**src/rtl/counter_wrap_pkg.sv**
```systemverilog
// Shared types and constants for the counter wrap logger.
// The event record is {wrap sequence number, timestamp}.
package counter_wrap_pkg;

  localparam int REC_WRAP_W = 8;
  localparam int REC_TS_W   = 16;
  localparam int DROP_W     = 8;

  localparam logic [DROP_W-1:0] DROP_MAX = 8'hFF;

  typedef struct packed {
    logic [REC_WRAP_W-1:0] seq;
    logic [REC_TS_W-1:0]   ts;
  } wrap_rec_t;

endpackage

```
**src/rtl/wrap_event_fifo.sv**
```systemverilog
// Synchronous FIFO of wrap records.
// Pointers carry an extra lap bit so full and empty are distinct.
module wrap_event_fifo
  import counter_wrap_pkg::*;
#(
  parameter int DEPTH = 4,
  localparam int AW = $clog2(DEPTH)
) (
  input  logic      clk,
  input  logic      reset,
  input  logic      push,
  input  wrap_rec_t push_data,
  input  logic      pop,
  output wrap_rec_t head,
  output logic      full,
  output logic      empty,
  output logic [AW:0] level
);

  wrap_rec_t   mem_q [DEPTH];
  wrap_rec_t   mem_d [DEPTH];
  logic [AW:0] wr_q, wr_d;
  logic [AW:0] rd_q, rd_d;

  always_comb begin
    mem_d = mem_q;
    wr_d  = wr_q;
    rd_d  = rd_q;
    if (push) begin
      mem_d[wr_q[AW-1:0]] = push_data;
      wr_d = wr_q + 1'b1;
    end
    if (pop) begin
      rd_d = rd_q + 1'b1;
    end
  end

  always_ff @(posedge clk) begin
    if (reset) begin
      wr_q <= '0;
      rd_q <= '0;
    end else begin
      wr_q <= wr_d;
      rd_q <= rd_d;
    end
  end

  always_ff @(posedge clk) begin
    mem_q <= mem_d;
  end

  // Head reads zero when empty so stale slots never leak out.
  always_comb begin
    level = wr_q - rd_q;
    empty = (wr_q == rd_q);
    full  = (level == (AW+1)'(DEPTH));
    head  = empty ? '0 : mem_q[rd_q[AW-1:0]];
  end

endmodule

```
**src/rtl/counter_wrap_logger.sv**
```systemverilog
// Detects counter wraps, logs timestamped records into a FIFO,
// and raises a sticky interrupt on wraps and overflow rises.
module counter_wrap_logger
  import counter_wrap_pkg::*;
#(
  parameter int CNT_W  = 4,
  parameter int TS_W   = REC_TS_W,
  parameter int WRAP_W = REC_WRAP_W,
  parameter int DEPTH  = 4,
  localparam int LW = $clog2(DEPTH) + 1
) (
  input  logic              clk,
  input  logic              reset,
  input  logic [CNT_W-1:0]  cnt_in,
  input  logic              ovf_in,
  output logic              ev_valid,
  input  logic              ev_ready,
  output logic [WRAP_W-1:0] ev_wrap,
  output logic [TS_W-1:0]   ev_ts,
  output logic              irq,
  input  logic              irq_clr,
  output logic [DROP_W-1:0] drop_cnt,
  output logic [LW-1:0]     fifo_level
);

  logic [TS_W-1:0]   ts_q, ts_d;
  logic [WRAP_W-1:0] seq_q, seq_d;
  logic [CNT_W-1:0]  cnt_q, cnt_d;
  logic              ovf_q, ovf_d;
  logic              prev_vld_q, prev_vld_d;
  logic              irq_q, irq_d;
  logic [DROP_W-1:0] drop_q, drop_d;

  logic      wrap_evt;
  logic      ovf_rise;
  logic      push;
  logic      pop;
  logic      full;
  logic      empty;
  wrap_rec_t rec;
  wrap_rec_t head;

  always_comb begin
    wrap_evt = prev_vld_q && (cnt_q == '1)
               && (cnt_in == '0);
    ovf_rise = prev_vld_q && !ovf_q && ovf_in;
    pop      = !empty && ev_ready;
    push     = wrap_evt && (!full || pop);
    rec.seq  = seq_q;
    rec.ts   = ts_q;
  end

  always_comb begin
    ts_d       = ts_q + 1'b1;
    cnt_d      = cnt_in;
    ovf_d      = ovf_in;
    prev_vld_d = 1'b1;
    seq_d      = seq_q;
    drop_d     = drop_q;
    irq_d      = irq_q;
    if (wrap_evt) begin
      seq_d = seq_q + 1'b1;
    end
    if (wrap_evt && !push && drop_q != DROP_MAX) begin
      drop_d = drop_q + 1'b1;
    end
    if (irq_clr) begin
      irq_d = 1'b0;
    end
    if (wrap_evt || ovf_rise) begin
      irq_d = 1'b1;
    end
  end

  always_ff @(posedge clk) begin
    if (reset) begin
      ts_q       <= '0;
      seq_q      <= '0;
      cnt_q      <= '0;
      ovf_q      <= 1'b0;
      prev_vld_q <= 1'b0;
      irq_q      <= 1'b0;
      drop_q     <= '0;
    end else begin
      ts_q       <= ts_d;
      seq_q      <= seq_d;
      cnt_q      <= cnt_d;
      ovf_q      <= ovf_d;
      prev_vld_q <= prev_vld_d;
      irq_q      <= irq_d;
      drop_q     <= drop_d;
    end
  end

  wrap_event_fifo #(
    .DEPTH (DEPTH)
  ) u_fifo (
    .clk       (clk),
    .reset     (reset),
    .push      (push),
    .push_data (rec),
    .pop       (pop),
    .head      (head),
    .full      (full),
    .empty     (empty),
    .level     (fifo_level)
  );

  always_comb begin
    ev_valid = !empty;
    ev_wrap  = head.seq;
    ev_ts    = head.ts;
    irq      = irq_q;
    drop_cnt = drop_q;
  end

endmodule

```
**config.mk**
```make
export PLATFORM = sky130hd
export DESIGN_NAME = counter_wrap_logger
export DESIGN_NICKNAME = d
export VERILOG_FILES = /design/src/rtl/counter_wrap_pkg.sv /design/src/rtl/wrap_event_fifo.sv /design/src/rtl/counter_wrap_logger.sv
export SDC_FILE = /design/constraint.sdc
export NUM_CORES = 1
export LEC_CHECK = 0
export CORE_ASPECT_RATIO = 1.75
export CORE_MARGIN = 10
export CORE_UTILIZATION = 41
export DETAILED_ROUTE_END_ITERATION = 8
export GPL_TIMING_DRIVEN = 0
export PLACE_DENSITY = 0.68
export SLEW_MARGIN = 20
export SYNTH_ARGS = -nofsm -noshare
export SYNTH_HDL_FRONTEND = slang
export SYNTH_HIERARCHICAL = 1
export SYNTH_SLANG_ARGS = --single-unit
export TNS_END_PERCENT = 10
```
**constraint.sdc**
```tcl
create_clock -name clk -period 6.9 [get_ports clk]
set_clock_uncertainty 0.2 [all_clocks]
set_input_delay 1.035 -clock clk [delete_from_list [all_inputs] [get_ports clk]]
set_output_delay 1.035 -clock clk [all_outputs]
set_load 0.05 [all_outputs]
```
; Word-level counts from Yosys, hierarchy flattened
; Cells that the tools add are included.
; Widths: inputs -> output; s select.
[classes]
addsub = 6
magnitude_cmp = 3
eq_ne = 4
mux = 10
bitwise_logic = 2
reduce_logical = 17
[ops]
columns = operator, n
row1 = $bwmux 96, 1
row2 = $mux 24, 4
row3 = $bmux 24 s2, 1
row4 = $demux 24 s2, 1
row5 = $add 16x1->16 const B, 1
row6 = $add 8x1->8 const B, 2
row7 = $logic_and 1x1->1, 9
row8 = $ne 8x8->1 const B, 1
row9 = $add 3x1->3 const B, 2
row10 = $ge 3x3->1 const B, 2
row11 = $not 2->3, 2
row12 = $eq 4x4->1 const B, 1
row13 = $logic_not 1->1, 4
row14 = $logic_not 4->1, 1
row15 = $eq 3x3->1, 1
row16 = $eq 3x3->1 const B, 1
row17 = $lt 3x1->1 const B, 1
row18 = $mux 1, 3
row19 = $sub 3x3->3, 1
row20 = $logic_or 1x1->1, 2
row21 = $reduce_bool 2->1, 1
[totals]
register_bits = 141
inputBits = 9
out_inout_bits = 37
word_cells = 59

; Longest topological paths before layout
; Gate-level depths: netlist (run 1).
[depth]
ltp_word = 8
mapped_depth = 11
ltp_nobuf = 8

; Hierarchy
; Netlist (run 1), hierarchy kept.
[modules_own_cells]
columns = mod, instances, cells_each, area_per_inst_um2, seq_area_each_um2
row1 = wrap_event_fifo, 1, 197, 4127.7, 3002.9
row2 = counter_wrap_logger, 1, 191, 1740.4, 780.7

; Worst setup path before layout (run 1)
; Ideal clock, no wire load.
[synth_timing]
path_type = register to output
from = register u_fifo.rd_q[1]
to = output ev_ts[10]
arrival_ps = 2578
required_ps = 5665
path_slack_ps = 3087
stages_incl_launch_ff = 8
path_buffers = 3
path_cell_list = dfxtp_1 > buf_2 > buf_2 > inv_1 > ha_1 > and2_0 > clkbuf_1 > a21boi_0
[synth_via]
elab_chain_cells = 5
word_cells_on_any_way = 6
classes_between = 1 x eq/ne / 4 x mux / 1 x bitwise
[synth_rtl]
columns = item, line_no
row1 = "start, declared", wrap_event_fifo.sv:23  ; logic [AW:0] rd_q, rd_d;
row2 = "start signal, assigned", wrap_event_fifo.sv:44  ; rd_q <= rd_d;
row3 = $not 2->3 (not written as such), wrap_event_fifo.sv:57  ; head = empty ? '0 : mem_q[rd_q[AW-1:0]];
row4 = $bmux 24 s2, wrap_event_fifo.sv:57
row5 = $mux 24 (not written as such) (2 in a row), wrap_event_fifo.sv:57
row6 = $mux 24 *, wrap_event_fifo.sv:57
row7 = "end, declared", counter_wrap_logger.sv:19  ; output logic [TS_W-1:0] ev_ts,
; Mark *: on every way between the ends. The rest lies on a longest branch, timed or not. The select of a mux whose other input is x is not followed.

; Worst setup path in the final report (run 1)
[layout_timing]
from = register u_fifo.rd_q[1]
to = output ev_wrap[1]
[layout_via]
elab_chain_cells = 5
word_cells_on_any_way = 6
classes_between = 1 x eq/ne / 4 x mux / 1 x bitwise
[layout_rtl]
columns = item, line_no
row1 = $not 2->3 (not written as such), wrap_event_fifo.sv:57
row2 = $bmux 24 s2, wrap_event_fifo.sv:57
row3 = $mux 24 (not written as such) (2 in a row), wrap_event_fifo.sv:57
row4 = $mux 24 *, wrap_event_fifo.sv:57
row5 = "end, declared", counter_wrap_logger.sv:18  ; output logic [WRAP_W-1:0] ev_wrap,
; Marked as above.

==> results.tsv, run 1 <==
metric	value	unit
status	finished clean	
hold_viol	0	
rsz0062_at_grt	false	
drv_slew	0	
setup-tns-final	0	ps
r2r-start	u_fifo/rd_q[1]	
multi_input_area	1930	um2
synth_top_area_share	49.1	%
worst_slew_pin_slew	765	ps
yosysSeqAreaShare	64.5	%
grt_max_degree	25	
wl_met3	609	um
wl	12.3	mm
dieArea	19700	um2
syn_avg_cell_area	15.1	um2
finalWeightedCongestion	0.790	
slowest_delay	760	ps
cp.depth	8	
seqPwrFrac	49.3	%
ys.warnings.count	6	
cts_tree	built	
regArea	3780	um2
worstSetupEndpoint	ev_wrap[1]	
vias_per_cell	5.47	
vias	3513	
crit_type	reg -> out	
yosysUniqueCellTypes	50	
r2r_cells	10	
hp-class	reg -> reg	
synth_edf_count	96	
top_layer_used	met4	
final_area	7140	um2
cts_htree_levels	4	
crit_top_cell	buf_2	
synth_area_leaders	edfxtp_1, dfxtp_1, mux4_2, a21boi_0, mux4_1	
finalSetupViolations	0	
drt_first_pass_iters	4	
synthTopCellsByCount	edfxtp_1, dfxtp_1, a21boi_0	
coreArea	14000	um2
grt_pass1_wl	19.3	mm
cts_hold_buf	0	
clock_path_buffers	2	
crit_path_top_delay_cell	clkdlybuf4s50_1	
layout-drive-gt1-share	15.5	%
yosys_register_bits	141	
synth.most_common_cell	edfxtp_1	
cp-start-kind	register	
power.density	256	nW/um2
synth_area	5870	um2
async_reset_ff_share	0	%
m1WireLength	4.56	mm
cp_max_fo	10	
met2_length	6.92	mm
p_sw_share	19.3	%
antenna_left	0	
power_leakage	2.34	nW
r2r-end	u_fifo/mem_q[68]	
crit_chain	buf_2, buf_2, inv_1, ha_1, and2_0, clkbuf_1, a21boi_0, clkdlybuf4s50_1	
max_freq	0.208	GHz
io_pins	46	
p_int	1.47	mW
hpwl	8.24	mm
fillers	1202	
initial_utilization	42.0	%
power.share.clock	49.6	%
nets	472	
ctsResizeCount	0	
floorplan.rows	57	
critPathRequiredTime	5660	ps
grt_overflow	0	
wire_per_inst	19.2	um
cts_buffers	17	
finalCriticalPeriod	4800	ps
r2r_slack	3090	ps
syn_to_final_growth	21.7	%
clk_latency	410	ps
total_power	1.83	mW
cts_setup_buffers	0	
drv_cap	0	
cts-root-buf	clkbuf_16	
fp.dieH	178	um
io_buffers	45	
grt_pass1_vias	3661	
drc	0	
p_switching	0.353	mW
crit_arrival	3560	ps
grt_usage	12.5	%
dr.first_iter.drc_count	231	
irDropWorstVdd	0.181	mV
post-route-period-util	69.6	%
setup.worst_path.end_class	output pin	
synthFlopType	edfxtp_1	
crit_path_start	u_fifo/rd_q[1]	
chipWidth	110	um
antenna_found_initial	0	
combPwrFrac	1.1	%
cp_num_buf_inv	5	
synth_largest_area_cell	edfxtp_1	
synth_nets	408	
clk_pin_slew	60	ps
relSlewSlack	48.7	%
dpl_cell_area	6550	um2
synthCells	388	
cp_top_family	buffers and inverters	
clock-sinks	141	
antennaDiodeCount	0	
worst reg2reg max path, stage by stage (launching register included):
cell and delay, ps:
dfxtp_1 380, buf_2 250, buf_2 320, inv_1 80
ha_1 260, and2_0 300, and2_1 270, nand2b_1 190
a21oi_1 170, clkbuf_1 300, and2_2 710
cells by family (layout without fill, tap and decap cells):
group	Yosys count	in the layout	synth area share (%)
AOI/OAI and AO/OA	61	61	7.21
xor gates and xnor gates	16	16	2.64
and+or+nand+nor	102	102	10.2
buffers and inverters	29	106	2.75
adders and majority gates	11	11	2.47
muxes	28	28	10.2
DFF	141	141	64.5
sequential cells by signal, summed over array words and instances (netlist names):
signal	cells
u_fifo/mem_q	96
irq	1
drop_cnt	8
cnt_q	4
u_fifo/wr_q	3
ovf_q	1
ts_q	16
prev_vld_q	1
u_fifo/rd_q	3
seq_q	8
metrics by stage:
| step | util (%) | instances | hold WS [ps] | worst slack (ps) |
|---|---|---|---|---|
| 5_1_grt | 51.1 | 642 | 333 | 1930 |
| 6_report | 51.1 | 642 | 304 | 2100 |
| 3_3_place_gp | 46.8 | 610 | 286 | 2410 |
| 4_1_cts | 51.1 | 642 | 309 | 2060 |
| 3_5_place_dp | 46.8 | 610 | 295 | 2520 |
| 2_1_floorplan | - | 388 | 261 | 3090 |
layout by cell type, fill, tap and decap left out, types with 3 or more instances in the layout:
cell type / Yosys / routed
edfxtp_1: 96 / 96
dfxtp_1: 45 / 45
clkdlybuf4s50_1: 0 / 45
a21boi_0: 23 / 23
nor2_1: 22 / 22
mux4_2: 19 / 19
clkbuf_16: 0 / 17
a21oi_1: 13 / 13
nand2_1: 12 / 12
inv_1: 11 / 11
clkbuf_1: 9 / 10
nand4_1: 10 / 10
ha_1: 10 / 10
or4_1: 9 / 9
xor2_1: 8 / 8
o31ai_1: 8 / 8
nand3_1: 7 / 7
o21ai_0: 7 / 7
xnor2_1: 7 / 7
nor2b_1: 7 / 7
and3_1: 6 / 6
nor4_1: 5 / 5
mux4_1: 5 / 5
buf_2: 4 / 4
clkinv_2: 0 / 4
and2_2: 0 / 4
or3_1: 3 / 3
mux2i_1: 3 / 3
nand3b_1: 3 / 3
clkinvlp_4: 0 / 3
bufinv_16: 0 / 3
worst min path at each step:
stage                        from       to  slack, ps  cells after the start
after floorplan           ts_q[0]  ts_q[0]        260                      1
after global placement        irq      irq        290                      2
after detailed placement      irq      irq        290                      2
after CTS                     irq      irq        310                      2
after global routing          irq      irq        330                      2
final                         irq      irq        300                      2
routing by layer:
layer | track usage (%) | vias to the layer above
li1 | - | 1642
met1 | 12.2 | 1766
met2 | 23.6 | 91
met3 | 3.83 | 14
met4 | 5.45 | 0
met5 | 0 | -
power by group through the flow:
stage / sequential (mW) / combinational, mW / clock (mW)
3_5_place_dp: 0.918 / 0.0200 / 0
5_1_grt: 0.901 / 0.0216 / 0.959
6_report: 0.901 / 0.0197 / 0.907
2_1_floorplan: 0.918 / 0.00869 / 0
4_1_cts: 0.901 / 0.0202 / 0.925
3_3_place_gp: 0.918 / 0.0195 / 0
layout make-up:
class                      instances  share of cell area (%)
clock inverter                    14                    2.35
multi-input combinational        218                    27.0
inverter                          11                   0.578
clock buffer                      18                    6.01
sequential                       141                    53.0
tap                              177                    3.10
timing repair buffer              45                    6.31
buffer                            18                    1.68
Power figures use the tool's default switching activity.
==> run 2, diff against run 1 <==
--- a/config.mk
+++ b/config.mk
@@ -10,7 +10,7 @@
 export CORE_UTILIZATION = 41
 export DETAILED_ROUTE_END_ITERATION = 8
 export GPL_TIMING_DRIVEN = 0
-export PLACE_DENSITY = 0.68
+export PLACE_DENSITY = 0.71
 export SLEW_MARGIN = 20
 export SYNTH_ARGS = -nofsm -noshare
 export SYNTH_HDL_FRONTEND = slang
==> constraint.sdc (replaced) <==
create_clock -name clk -period 4.25 [get_ports clk]
set_clock_uncertainty 0.2 [all_clocks]
set_input_delay 0.6375 -clock clk [delete_from_list [all_inputs] [get_ports clk]]
set_output_delay 0.6375 -clock clk [all_outputs]
set_load 0.05 [all_outputs]
==> run 2 against run 1 <==
- clock power rose by 65%
- highest routed layer unchanged
- sequential cell count did not move
- die area stayed put
==> results.tsv, run 2 (synthesis results as in run 1) <==
metric	value	unit
final_area	7160	um2
largest_reg_flops	96	
fp.dieH	178	um
crit_arrival	3220	ps
vias_per_cell	5.43	
setup.worst_path.end_class	output pin	
hpwl	8.15	mm
finalSetupViolations	0	
critPathRequiredTime	3410	ps
r2r_slack	450	ps
rsz0062_at_grt	false	
r2r_cells	10	
hold_viol	0	
irDropWorstVdd	0.274	mV
setup_slack	191	ps
grt_pass1_wl	19.4	mm
hp-class	reg -> reg	
status	finished clean	
top_layer_used	met4	
antenna_left	0	
crit_path_start	u_fifo/rd_q[1]	
antennaDiodeCount	0	
ctsResizeCount	11	
clk_latency	420	ps
cp_num_buf_inv	4	
finalWeightedCongestion	0.816	
max_freq	0.246	GHz
crit_type	reg -> out	
layout-drive-gt1-share	15.9	%
crit_top_cell	buf_2	
final_common_cell	edfxtp_1	
power.density	417	nW/um2
final_cell_mix	edfxtp_1, dfxtp_1, clkdlybuf4s50_1	
utilization	51.3	%
cts_htree_levels	4	
cp_top_family	buffers and inverters	
drt_first_pass_iters	6	
cts_buffers	17	
grt_overflow	0	
wire_per_inst	18.5	um
post-route-period-util	95.5	%
wl	11.9	mm
slowest_delay	870	ps
drc	0	
dp_slack	362	ps
chipWidth	110	um
cts_tree	built	
vias	3486	
min_to	irq	
regMostFlops	u_fifo/mem_q	
io_pins	46	
finalCriticalPeriod	4060	ps
met2_length	6.64	mm
cts_hold_buf	0	
dieArea	19700	um2
clk_pin_slew	60	ps
relSlewSlack	46.2	%
antenna_found_initial	0	
floorplan.rows	57	
dr.first_iter.drc_count	124	
worst_hold_slack	306	ps
r2r-end	u_fifo/mem_q[66]	
dpl_cell_area	6550	um2
drv_slew	0	
grt_max_degree	25	
wl_met3	539	um
syn_to_final_growth	22.1	%
grt_usage	12.4	%
clock_path_buffers	2	
cp-start-kind	register	
worst_slew_pin_slew	801	ps
grt_pass1_vias	3811	
cp_max_fo	10	
top_regs	u_fifo/mem_q (96), ts_q (16)	
crit_chain	buf_2, buf_2, inv_1, ha_1, and2_0, a21boi_0, clkdlybuf4s50_1	
r2r-start	u_fifo/rd_q[1]	
initial_utilization	42.0	%
crit_path_top_delay_cell	clkdlybuf4s50_1	
io_buffers	45	
m1WireLength	4.48	mm
drv_cap	0	
coreArea	14000	um2
power_leakage	2.58	nW
whs_path_depth	2	
setup-tns-final	0	ps
clock-sinks	141	
cts-root-buf	clkbuf_16	
nets	472	
cts_setup_buffers	0	
min_from	irq	
run 2: changes by cell type in the layout (fill, tap and decap cells not counted), sizes merged:
cell / change
clkdlybuf4s50: -20
clkbuf: -1
clkinv: -4
dlymetal6s2s: +10
inv: +6
dlygate4sd2: +10
bufinv: -1
run 2: power breakdown:
group / total [mW] / switching (mW) / internal [mW]
logic: 0.0318 / 0.0177 / 0.0141
registers: 1.46 / 0.00542 / 1.46
clock network: 1.50 / 0.608 / 0.888
run 2: layer usage:
| metal | vias up | GRT usage [%] |
|---|---|---|
| li1 | 1643 | - |
| met1 | 1736 | 12.0 |
| met2 | 90 | 23.5 |
| met3 | 17 | 3.36 |
| met4 | 0 | 6.37 |
| met5 | - | 0 |
run 2: worst max path at each step:
stage                            end  slack, ps  depth (start not counted)
global route              ev_wrap[3]         40                          7
CTS                        ev_ts[13]          2                          8
finish                    ev_wrap[3]        190                          7
global placement    u_fifo/mem_q[70]         10                         10
detailed placement         ev_ts[13]        360                          8
floorplan                  ev_ts[10]        830                          7
run 2: through the flow:
stage / cells / power, mW
after global placement: 610 / 1.52
after detailed placement: 610 / 1.52
final: 642 / 2.99
after CTS: 642 / 3.01
after floorplan: 388 / 1.51
after global routing: 642 / 3.08
run 2: area by class of cell:
cell class                      instances  area, um2
Inverter                               11       41.3
Timing Repair Buffer                   45        463
Multi-Input combinational cell        218       1930
Buffer                                 18        121
Fill cell                            1192       6810
Clock buffer                           17        425
Tap cell                              177        221
Sequential cell                       141       3780
Clock inverter                         15        180
run 2: tightest hold or removal path, stage by stage (launching register included):
cell and delay (ps):
dfxtp_1 310, nand2b_1 60, a31oi_1 80
